$ cat config.mk
export PLATFORM = sky130hd
export DESIGN_NAME = vend_credit_ctrl
export DESIGN_NICKNAME = d
export VERILOG_FILES = /design/src/rtl/vend_pkg.sv /design/src/rtl/vend_coin_decode.sv /design/src/rtl/vend_credit_ctrl.sv
export SDC_FILE = /design/constraint.sdc
export NUM_CORES = 1
export LEC_CHECK = 0
export CAP_MARGIN = 20
export CORE_UTILIZATION = 39
export CTS_CLUSTER_DIAMETER = 30
export DETAILED_ROUTE_END_ITERATION = 6
export GPL_TIMING_DRIVEN = 0
export PLACE_DENSITY = 0.67
export SETUP_SLACK_MARGIN = 0.4
export SKIP_CTS_REPAIR_TIMING = 1
export SYNTH_ARGS = -nofsm -noshare
export SYNTH_HDL_FRONTEND = slang
export SYNTH_SLANG_ARGS = --single-unit
$ cat constraint.sdc
create_clock -name clk -period 5.3 [get_ports clk]
set_input_delay 1.06 -clock clk [delete_from_list [all_inputs] [get_ports clk]]
set_output_delay 1.06 -clock clk [all_outputs]
set_load 0.005 [all_outputs]
$ cat src/rtl/vend_pkg.sv
// Shared types and constants for the vending credit controller family.
// Coin codes, their unit values and the controller state encoding live here.
package vend_pkg;

    typedef enum logic [1:0] {
        IDLE   = 2'd0,
        ACCUM  = 2'd1,
        VEND   = 2'd2,
        RETURN = 2'd3
    } vend_state_t;

    localparam logic [1:0] COIN_NONE   = 2'b00;
    localparam logic [1:0] COIN_QTR    = 2'b01;
    localparam logic [1:0] COIN_HALF   = 2'b10;
    localparam logic [1:0] COIN_DOLLAR = 2'b11;

    localparam logic [2:0] UNITS_NONE   = 3'd0;
    localparam logic [2:0] UNITS_QTR    = 3'd1;
    localparam logic [2:0] UNITS_HALF   = 3'd2;
    localparam logic [2:0] UNITS_DOLLAR = 3'd4;

    function automatic logic [2:0] coin_units(input logic [1:0] code);
        case (code)
            COIN_QTR:    return UNITS_QTR;
            COIN_HALF:   return UNITS_HALF;
            COIN_DOLLAR: return UNITS_DOLLAR;
            default:     return UNITS_NONE;
        endcase
    endfunction

endpackage

$ cat src/rtl/vend_coin_decode.sv
// Combinational coin code to unit value decoder; valid flags a real coin.
// Kept standalone so the note acceptor front-end can share it.
module vend_coin_decode
    import vend_pkg::*;
(
    input  logic [1:0] coin,
    output logic [2:0] units,
    output logic       valid
);

    always_comb begin
        units = coin_units(coin);
        valid = (coin != COIN_NONE);
    end

endmodule

$ cat src/rtl/vend_credit_ctrl.sv
// Parametrised vending credit controller: accumulates coin credit, requests a
// vend at PRICE, then pays back any excess one unit at a time.
module vend_credit_ctrl
    import vend_pkg::*;
#(
    parameter int CREDIT_W   = 4,
    parameter int PRICE      = 3,
    parameter int MAX_CREDIT = 7
) (
    input  logic                clk,
    input  logic                reset,
    input  logic                coin_valid,
    input  logic [1:0]          coin,
    input  logic                cancel,
    input  logic                sold_out,
    output logic                dispense_req,
    input  logic                dispense_ack,
    output logic                change_req,
    input  logic                change_ack,
    output logic                coin_reject,
    output logic [CREDIT_W-1:0] credit,
    output logic                busy
);

    localparam logic [CREDIT_W:0]   PRICE_X = (CREDIT_W+1)'(PRICE);
    localparam logic [CREDIT_W:0]   MAX_X   = (CREDIT_W+1)'(MAX_CREDIT);
    localparam logic [CREDIT_W-1:0] PRICE_C = CREDIT_W'(PRICE);
    localparam logic [CREDIT_W-1:0] ONE_C   = CREDIT_W'(1);

    vend_state_t         state, state_nxt;
    logic [CREDIT_W-1:0] credit_q, credit_nxt;
    logic                reject_q, reject_nxt;
    logic [2:0]          units;
    logic                units_valid;
    logic                coin_in;
    logic [CREDIT_W:0]   newc;

    vend_coin_decode u_coin_decode (
        .coin  (coin),
        .units (units),
        .valid (units_valid)
    );

    // One extra bit so the overflow compare against MAX_CREDIT cannot wrap.
    assign newc    = {1'b0, credit_q} + (CREDIT_W+1)'(units);
    assign coin_in = coin_valid && units_valid;

    always_comb begin
        state_nxt  = state;
        credit_nxt = credit_q;
        reject_nxt = 1'b0;
        case (state)
            IDLE, ACCUM: begin
                if (cancel) begin
                    reject_nxt = coin_in;
                    if (state == ACCUM) state_nxt = RETURN;
                end else if (coin_in) begin
                    if (newc > MAX_X) begin
                        reject_nxt = 1'b1;
                    end else begin
                        credit_nxt = newc[CREDIT_W-1:0];
                        state_nxt  = (newc >= PRICE_X && !sold_out) ? VEND : ACCUM;
                    end
                end else if (state == ACCUM && {1'b0, credit_q} >= PRICE_X && !sold_out) begin
                    state_nxt = VEND;
                end
            end
            VEND: begin
                reject_nxt = coin_in;
                if (dispense_ack) begin
                    credit_nxt = credit_q - PRICE_C;
                    state_nxt  = (credit_q == PRICE_C) ? IDLE : RETURN;
                end
            end
            RETURN: begin
                reject_nxt = coin_in;
                if (change_ack) begin
                    credit_nxt = credit_q - ONE_C;
                    if (credit_q == ONE_C) state_nxt = IDLE;
                end
            end
            default: begin
                state_nxt  = IDLE;
                credit_nxt = '0;
            end
        endcase
    end

    always_ff @(posedge clk) begin
        if (reset) begin
            state    <= IDLE;
            credit_q <= '0;
            reject_q <= 1'b0;
        end else begin
            state    <= state_nxt;
            credit_q <= credit_nxt;
            reject_q <= reject_nxt;
        end
    end

    assign dispense_req = (state == VEND);
    assign change_req   = (state == RETURN);
    assign busy         = (state == VEND) || (state == RETURN);
    assign coin_reject  = reject_q;
    assign credit       = credit_q;

endmodule

Yosys cells after proc, flatten, opt, wreduce, memory -nomap -nowiden. Cells that the tools add are included.

Word-level logic and storage cells: 60. Input port bits: 9. Output and inout bits: 8. Register bits: 7.

Reduce and logical (&&, ||, !) cells: 12. Order comparisons: 3. $add $sub $neg: 3. Muxes and demuxes: 22. Equality and inequality tests: 17.

Operators with widths (count): $mux W2 (10); $mux W4 (5); $pmux W4 S3 (1); $pmux W3 S3 (1); $eq A2 B2 Y1 const B (4); $ne A4 B4 Y1 const B (2); $ne A2 B1 Y1 const B (3); $ne A2 B2 Y1 const B (3); $pmux W2 S3 (1); $reduce_and A6 Y1 (1); $add A4 B3 Y5 (1); $ge A5 B2 Y1 const B (1); $gt A5 B3 Y1 const B (1); $reduce_and A5 Y1 (1); $eq A2 B1 Y1 const B (2); $eq A4 B1 Y1 const B (1); $eq A4 B2 Y1 const B (1); $ge A4 B2 Y1 const B (1); $logic_and A1 B1 Y1 (4); $reduce_or A2 Y1 (2); $sub A4 B1 Y4 const B (1); $sub A4 B2 Y4 const B (1); $mux W1 (3); $ne A3 B3 Y1 const B (1); 5 further kinds (5).

Longest topological paths before layout. Gate-level depths: netlist (run 1).

Depth in word-level cells: 10. Depth in mapped cells: 8. Depth with buffers taken out: 8.

Cells and area by module. Synthesis (run 1) repeated with hierarchy kept, for this count alone.

Cell total of the unflattened synthesis: 97. Area total of the unflattened synthesis: 769.5 sq um.

By module, submodules not included: vend_credit_ctrl (cells an instance 93, instances 1, sequential area each 140.1 sq um, area an instance 740.7 sq um); vend_coin_decode (cells an instance 4, instances 1, sequential area each 0.0 sq um, area an instance 28.8 sq um).

Worst setup path after synthesis (run 1). OpenSTA, ideal clock, no wires.

Kind: input-to-reg. Start: input coin[0]. End: register credit_q[3], in the netlist credit[3]. Path slack: 2383 ps. Arrival: 2794 ps. Cell stages on the path: 8. Buffers on the path: 0. Setup time: 123 ps. Data required time: 5177 ps. Cells stage by stage: nor2b_1 -> ha_1 -> fa_1 -> and4bb_1 -> a22oi_2 -> o22ai_2 -> o21ai_1 -> mux2_1.

Longest elaborated chain between the ends: 7. Elaborated cells on any way between the ends: 15. Classes of those cells: add/sub (1); order compare (1); eq/ne (5); mux (5); reduce/logical (3).

RTL lines: start, declared (line vend_credit_ctrl.sv:13) `input logic [1:0] coin,`; parallel branches: the longest is 7 deep, another holds $add A4 B3 Y5; end signal, assigned (line vend_credit_ctrl.sv:96) `credit_q <= credit_nxt;`; end, declared (line vend_credit_ctrl.sv:31) `logic [CREDIT_W-1:0] credit_q, credit_nxt;`.

Parallel ways; which one is timed is not known. The select of a mux whose other input is x is not followed. A chain may end at the register's enable or synchronous reset.

Worst setup path in the final report (run 1).
Start: input coin[0]. End: register state[0].

Longest elaborated chain between the ends: 10. Elaborated cells on any way between the ends: 18. Classes of those cells: add/sub (1); order compare (2); eq/ne (5); mux (6); reduce/logical (4).

RTL lines: $eq A2 B2 Y1 / $eq A2 B1 Y1 (equally long branches) (line vend_pkg.sv:23) `case (code)`; $pmux W3 S3 (line vend_pkg.sv:23); $add A4 B3 Y5 (line vend_credit_ctrl.sv:45) `assign newc = {1'b0, credit_q} + (CREDIT_W+1)'(units);`; $ge A5 B2 Y1 (line vend_credit_ctrl.sv:62) `state_nxt = (newc >= PRICE_X && !sold_out) ? VEND : ACCUM;`; $logic_and A1 B1 Y1 (line vend_credit_ctrl.sv:62); $mux W2 (line vend_credit_ctrl.sv:62); $mux W2 (line vend_credit_ctrl.sv:58) `if (newc > MAX_X) begin`; $mux W2 (line vend_credit_ctrl.sv:57) `end else if (coin_in) begin`; $mux W2 (line vend_credit_ctrl.sv:54) `if (cancel) begin`; $pmux W2 S3 (line vend_credit_ctrl.sv:52) `case (state)`; end signal, assigned (line vend_credit_ctrl.sv:95) `state <= state_nxt;`; end, declared (line vend_credit_ctrl.sv:30) `vend_state_t state, state_nxt;`.

Parallel ways exist; a longest one is shown, timed or not. The select of a mux whose other input is x is not followed.

==> metrics.txt, run 1 <==
worst-path maximum fanout 6; Post-Synthesis Net Count 106; CP startpoint kind primary input; Setup Crit Path Kind primary input to register; number of synthesized flops with an enable pin 0; vias in the first global route between 500 and 600; H-Tree Depth 1; crit-path max cell delay 0.46 ns; ys async rst share 0%; ys flop type dfxtp_1; routed wire length 1660 µm; Die Ht 44.6 µm; Post-DRT Antenna Nets 0; # setup viols final 0; Synth Register Bits 7; fin. max-slew vios 0; largest net degree at the start of global routing 11; clock skew 0.000306 ns; P per Cell Area 445 mW/mm²; Worst VDD drop approximately 0.00014 V; initial DRC count 22; max cap viols 0; most frequent cell after synthesis nor2_1; Cell variety after synth 35; I/O pin count 17; critical path arrival 3.48 ns; first-pass GRT wire length approximately 2700 µm; Initial Util 41.5%; DR WL/cell 12.4 µm; leading post-synthesis cells by cell area dfxtp_1, ha_1, nor2_1; Total Power approximately 400 µW; Syn Inst Count 90; synthesis warning total 0; clock root buffer clkbuf_4; drt drc 0; CP endpoint kind register; DR vias between 700 and 800; clock buffer depth 2; antenna violations before repair 0; top cell type's share of synthesized area 19.8%; Total GRT Usage 18.4%; setup TNS 0 ns; final hold viol count 0; Sink Count 7; CTS buffer count 3; Final nets 126; Static Leak 0.000367 µW; Die W approximately 45 µm; Syn Area/Cell 7.87 µm²; required time of the critical path 5.46 ns; CTS tree yes; crit-path cells clkdlybuf4s50_1 -> nor2b_1 -> ha_1 -> fa_1 -> and4bb_1 -> a22oi_2 -> a2111oi_4 -> o21ai_1 -> a311oi_1; Max Freq 0.302 GHz; Synth Cell Area 708 µm²; vias per cell 5.45; status completed; Site Rows 15; share of layout cells above drive strength 1 6.42%; Die ar. about 0.0020 mm²; fin crit share 62.5%; Final Critical Period 3.31 ns; Top delay family on crit path compound AO/OA/AOI/OAI gates; Hold Path Class register to register; RSZ-0062 raised after global routing false; Slowest cell on crit path clkdlybuf4s50_1; Slew @ Worst Pin 0.442 ns; Syn-to-layout area delta 29.3%; Synth top cells by count nor2_1, a21oi_1, dfxtp_1; DP HPWL 1300 µm; GPL Wtd Cong 0.798; Core Area 0.00171 mm²; sequential fraction of the synthesis area about a fifth; Clock Pin Slew Worst Setup and Hold Paths 0.06 ns; Worst-Skew Late Latency between 0.2 and 0.3 ns; Port Buffer Count 15; TritonRoute pass-1 iters 4; diode count 0; WP buf/inv 1; Rel. slew slack 70.6%; GR Overflow Total 0; fill count around 170; Synth area leader dfxtp_1
-- registers in the layout, summed over array words and instances (netlist names) --
name / flops
coin_reject: 1
state: 2
credit: 4
-- tightest hold or removal path: stages (launching register included) --
cell and delay (ns):
dfxtp_1 0.38, nor2_1 0.13, a211oi_1 0.05
-- metal layers --
metal	vias up	global-route usage [%]	routed length, µm
li1	371	-	-
met1	319	25.9	817
met2	34	26.5	742
met3	6	2.45	67
met4	0	10.9	29
met5	-	0	0
-- metrics by stage --
| stage | cells | cell area, µm² | hold WS, ns | util (%) | worst slack, ns |
|---|---|---|---|---|---|
| detailed placement | 130 | 890 | 0.600 | 52.1 | 1.70 |
| global route | 134 | 916 | 0.636 | 53.6 | 1.84 |
| finish | 134 | 916 | 0.609 | 53.6 | 1.99 |
| global placement | 130 | 890 | 0.595 | 52.1 | 1.74 |
| floorplan | 90 | 708 | 0.562 | - | 2.38 |
| CTS | 134 | 916 | 0.606 | 53.6 | 1.96 |
-- placed cells by master, fill, tap and decap left out --
master,instances
a311oi_1,1
clkbuf_1,4
inv_1,4
mux2i_1,3
and2_1,2
mux2_1,1
o211ai_1,1
xor2_1,1
a21oi_1,8
a22oi_2,1
a2111oi_4,1
o21ai_0,3
nor3b_1,1
o21a_1,1
clkdlybuf4s50_1,15
clkbuf_4,3
fa_1,1
xnor2_1,1
a41o_1,1
a21o_1,1
nand4_1,1
nand2_1,4
nor3_1,6
buf_1,1
a211oi_1,3
ha_1,6
o221ai_1,1
nand3_1,2
nor2b_1,3
and4bb_1,1
or3_1,1
nor2_1,12
o21ai_1,3
dfxtp_1,7
a211oi_2,1
a31oi_1,2
o22ai_2,1
-- area by class of cell --
| cell class | instances | area, µm² | area share (%) |
|---|---|---|---|
| multi-input combinational | 75 | 538 | 58.7 |
| timing repair buffer | 15 | 150 | 16.4 |
| sequential | 7 | 140 | 15.3 |
| tap | 25 | 31.3 | 3.42 |
| clock buffer | 4 | 26.3 | 2.87 |
| buffer | 4 | 15.0 | 1.64 |
| inverter | 4 | 15.0 | 1.64 |
-- worst paths after layout --
| check | startpoint | endpoint | slack [ns] | cells after the start |
|---|---|---|---|---|
| worst max-delay path | coin[0] | state[0]$_SDFFE_PP0P_ | 1.99 | 9 |
| worst min register to register | credit[0]$_SDFFE_PP0P_ | credit[0]$_SDFFE_PP0P_ | 0.61 | 2 |
| worst max register to register | credit[0]$_SDFFE_PP0P_ | state[0]$_SDFFE_PP0P_ | 2.99 | 7 |
| worst min-delay path | credit[0]$_SDFFE_PP0P_ | credit[0]$_SDFFE_PP0P_ | 0.61 | 2 |
-- power by group --
| part | internal, µW | total [µW] | leakage, µW | switching (µW) |
|---|---|---|---|---|
| sequential | 70.2 | 99.6 | 0.0000576 | 29.4 |
| clock | 28.9 | 51.0 | 0.0000150 | 22.1 |
| combinational | 124 | 257 | 0.000295 | 133 |
| total | 223 | 408 | 0.000367 | 184 |
-- cells by family (layout without fill, tap and decap cells) --
| family | count (synthesis) | count (layout) | share of synthesized area, % |
|---|---|---|---|
| AOI/OAI and AO/OA | 29 | 29 | 31.1 |
| xor gates and xnor gates | 2 | 2 | 2.47 |
| adders and majority gates | 7 | 7 | 13.4 |
| buffers and inverters | 8 | 27 | 4.24 |
| DFF | 7 | 7 | 19.8 |
| muxes | 4 | 4 | 5.83 |
| and+or+nand+nor | 33 | 33 | 23.1 |
(Power assumes the default switching activity.)
==> inputs of run 2 (changes only) <==
PLACE_DENSITY = 0.7   (was 0.67)
clock period = 2.9 ns   (was 5.3 ns; I/O delays follow)
==> run 2 against run 1 <==
  * Final cell count grew 1.5%
  * Largest power group unchanged
  * Combinational power is 90% higher
  * Critical path depth stayed put
  * Clock skew rose by 0.0047 ns
  * Register-to-register slack got worse by 2.3 ns
  * Count of clock-buffer cells in the layout did not move
  * Via count rose by 2.3%
==> metrics.txt, run 2 (synthesis results as in run 1) <==
endpoint of the worst register-to-register path credit[3]$_SDFFE_PP0P_; crit-path cells dlymetal6s2s_1 -> nor2b_1 -> ha_2 -> fa_2 -> and4bb_1 -> a22oi_2 -> o211ai_1 -> a21oi_1 -> a311oi_1; Total GRT Usage 18.0% (-0.40 points); Initial Util 41.5% (unchanged); largest net degree at the start of global routing 11 (unchanged); clock root buffer clkbuf_4; Slowest cell on crit path fa_2; final hold viol count 0 (unchanged); Hold Path Sink credit[0]$_SDFFE_PP0P_; drt drc 0 (unchanged); diode count 0 (unchanged); commonest cells after routing, fill and taps aside clkdlybuf4s50_1, nor2_1, a21oi_1; M1 wire length 834 µm (+2.1%); Sink Count 7 (unchanged); initial DRC count 26 (+18%); Die ar. 0.00199 mm² (unchanged); routed wire length 1760 µm (+6.1%); Final nets 128 (+1.6%); Place WS -0.234 ns (-1.94 ns); Port Buffer Count 15 (unchanged); worst-path maximum fanout 5 (-1); required time of the critical path 3.08 ns (-2.38 ns); Worst-Skew Late Latency 0.27 ns (+0.02 ns); antenna violations before repair 0 (unchanged); max FFs per register 4 (unchanged); share of layout cells above drive strength 1 9.91% (+3.5 points); Finished Layout Cells 136 (+1.5%); min-delay src credit[0]$_SDFFE_PP0P_; critical path arrival 2.52 ns (-0.96 ns); clock buffer depth 2 (unchanged); # setup viols final 0 (unchanged); Max Freq ~0.43 GHz; worst reg-to-reg path cell count 7 (unchanged); P per Cell Area 817 mW/mm² (+84%); post-place instance area 890 µm² (unchanged); Worst Setup Slack, final 0.557 ns (-1.43 ns); first-pass GRT wire length 2640 µm (-0.79%); hold path depth 2 (unchanged); setup TNS 0 ns (unchanged); RSZ-0062 raised after global routing false; Die W 44.6 µm (unchanged); FF-to-FF Start credit[0]$_SDFFE_PP0P_; most common cell after layout, fill and taps aside clkdlybuf4s50_1; Hold Path Class register to register; WL met2 823 µm (+11%); crit-path max cell delay 0.36 ns (-0.10 ns); DR WL/cell 12.9 µm (+4.5%); register-to-register setup slack 0.71 ns (-2.28 ns); max cap viols 0 (unchanged); Post-DRT Antenna Nets 0 (unchanged); H-Tree Depth 1 (unchanged); clock skew 0.00500 ns (+0.00469 ns); Static Leak 0.000391 µW (+6.4%); Core Area 0.00171 mm² (unchanged); top layer in use met4; status completed; Worst VDD drop 0.000354 V (+160%); Syn-to-layout area delta 32.9%; DP HPWL 1320 µm (+1.8%); Slew @ Worst Pin 0.433 ns (-0.00871 ns); hold slack final 0.611 ns (+0.00143 ns); DR vias 747 (+2.3%); CP endpoint kind register; Final Critical Period ~2.3 ns; I/O pin count 17 (unchanged); CTS tree yes; TritonRoute pass-1 iters 4 (unchanged); Clock Pin Slew Worst Setup and Hold Paths 0.06 ns (about the same); CTS buffer count 3 (unchanged); Die Ht 44.6 µm (unchanged); Rel. slew slack 71.0% (+0.39 points); vias in the first global route 609 (+5.0%); fin. max-slew vios 0 (unchanged); vias per cell 5.49 (+0.82%); GR Overflow Total 0 (unchanged); Setup Crit Path Kind primary input to register; fin crit share 80.8%; cell area after layout 941 µm² (+2.7%); GPL Wtd Cong 0.785 (-1.6%); Site Rows 15 (unchanged); DP Cell Count 130 (unchanged); CP startpoint kind primary input; met3 WL 59 µm (-12%)
==> run 2: changes by cell type in the layout (fill, tap and decap cells not counted) <==
cell	delta
buf_4	+2
clkdlybuf4s50_1	-2
dlymetal6s2s_1	+2
fa_1	-1
fa_2	+1
ha_1	-1
ha_2	+1
==> run 2: worst max path at each step <==
stage	cells after the start	from	to	slack, ns
2_1_floorplan	8	coin[0]	credit[3]$_SDFFE_PP0P_	0.46
3_3_place_gp	9	coin[0]	credit[3]$_SDFFE_PP0P_	-0.17
3_5_place_dp	9	coin[0]	credit[3]$_SDFFE_PP0P_	-0.23
4_1_cts	9	coin[0]	credit[3]$_SDFFE_PP0P_	0.03
5_1_grt	9	coin[0]	credit[3]$_SDFFE_PP0P_	0.40
6_report	9	coin[0]	state[0]$_SDFFE_PP0P_	0.56
==> run 2: layout make-up <==
cell class,instances,area (µm²)
sequential,7,140
multi-input combinational,75,543
inverter,4,15.0
tap,25,31.3
buffer,4,15.0
clock buffer,4,26.3
timing repair buffer,17,170
fill,169,767
==> run 2: report_power, final <==
group	internal [µW]	switching (µW)	total, µW
Sequential	128	54.1	182
Combinational	243	247	489
Clock	53.1	44.5	97.6
==> run 2: worst max-delay path, delay by kind of cell <==
kind,cells,cell delay [ns]
compound gates,4,0.79
fa+ha+maj,2,0.55
buf+inv,1,0.16
simple gates,2,0.43
==> run 2: per-layer routing <==
metal  GRT usage [%]  up-vias
li1                -      373
met1            24.5      346
met2            28.2       23
met3           0.408        5
met4            10.9        0
met5               0        -
==> run 2: through the flow <==
step           utilization (%)  total power (µW)
2_1_floorplan                -               499
3_3_place_gp              52.1               641
3_5_place_dp              52.1               649
4_1_cts                   53.6               745
5_1_grt                   55.1               827
6_report                  55.1               769
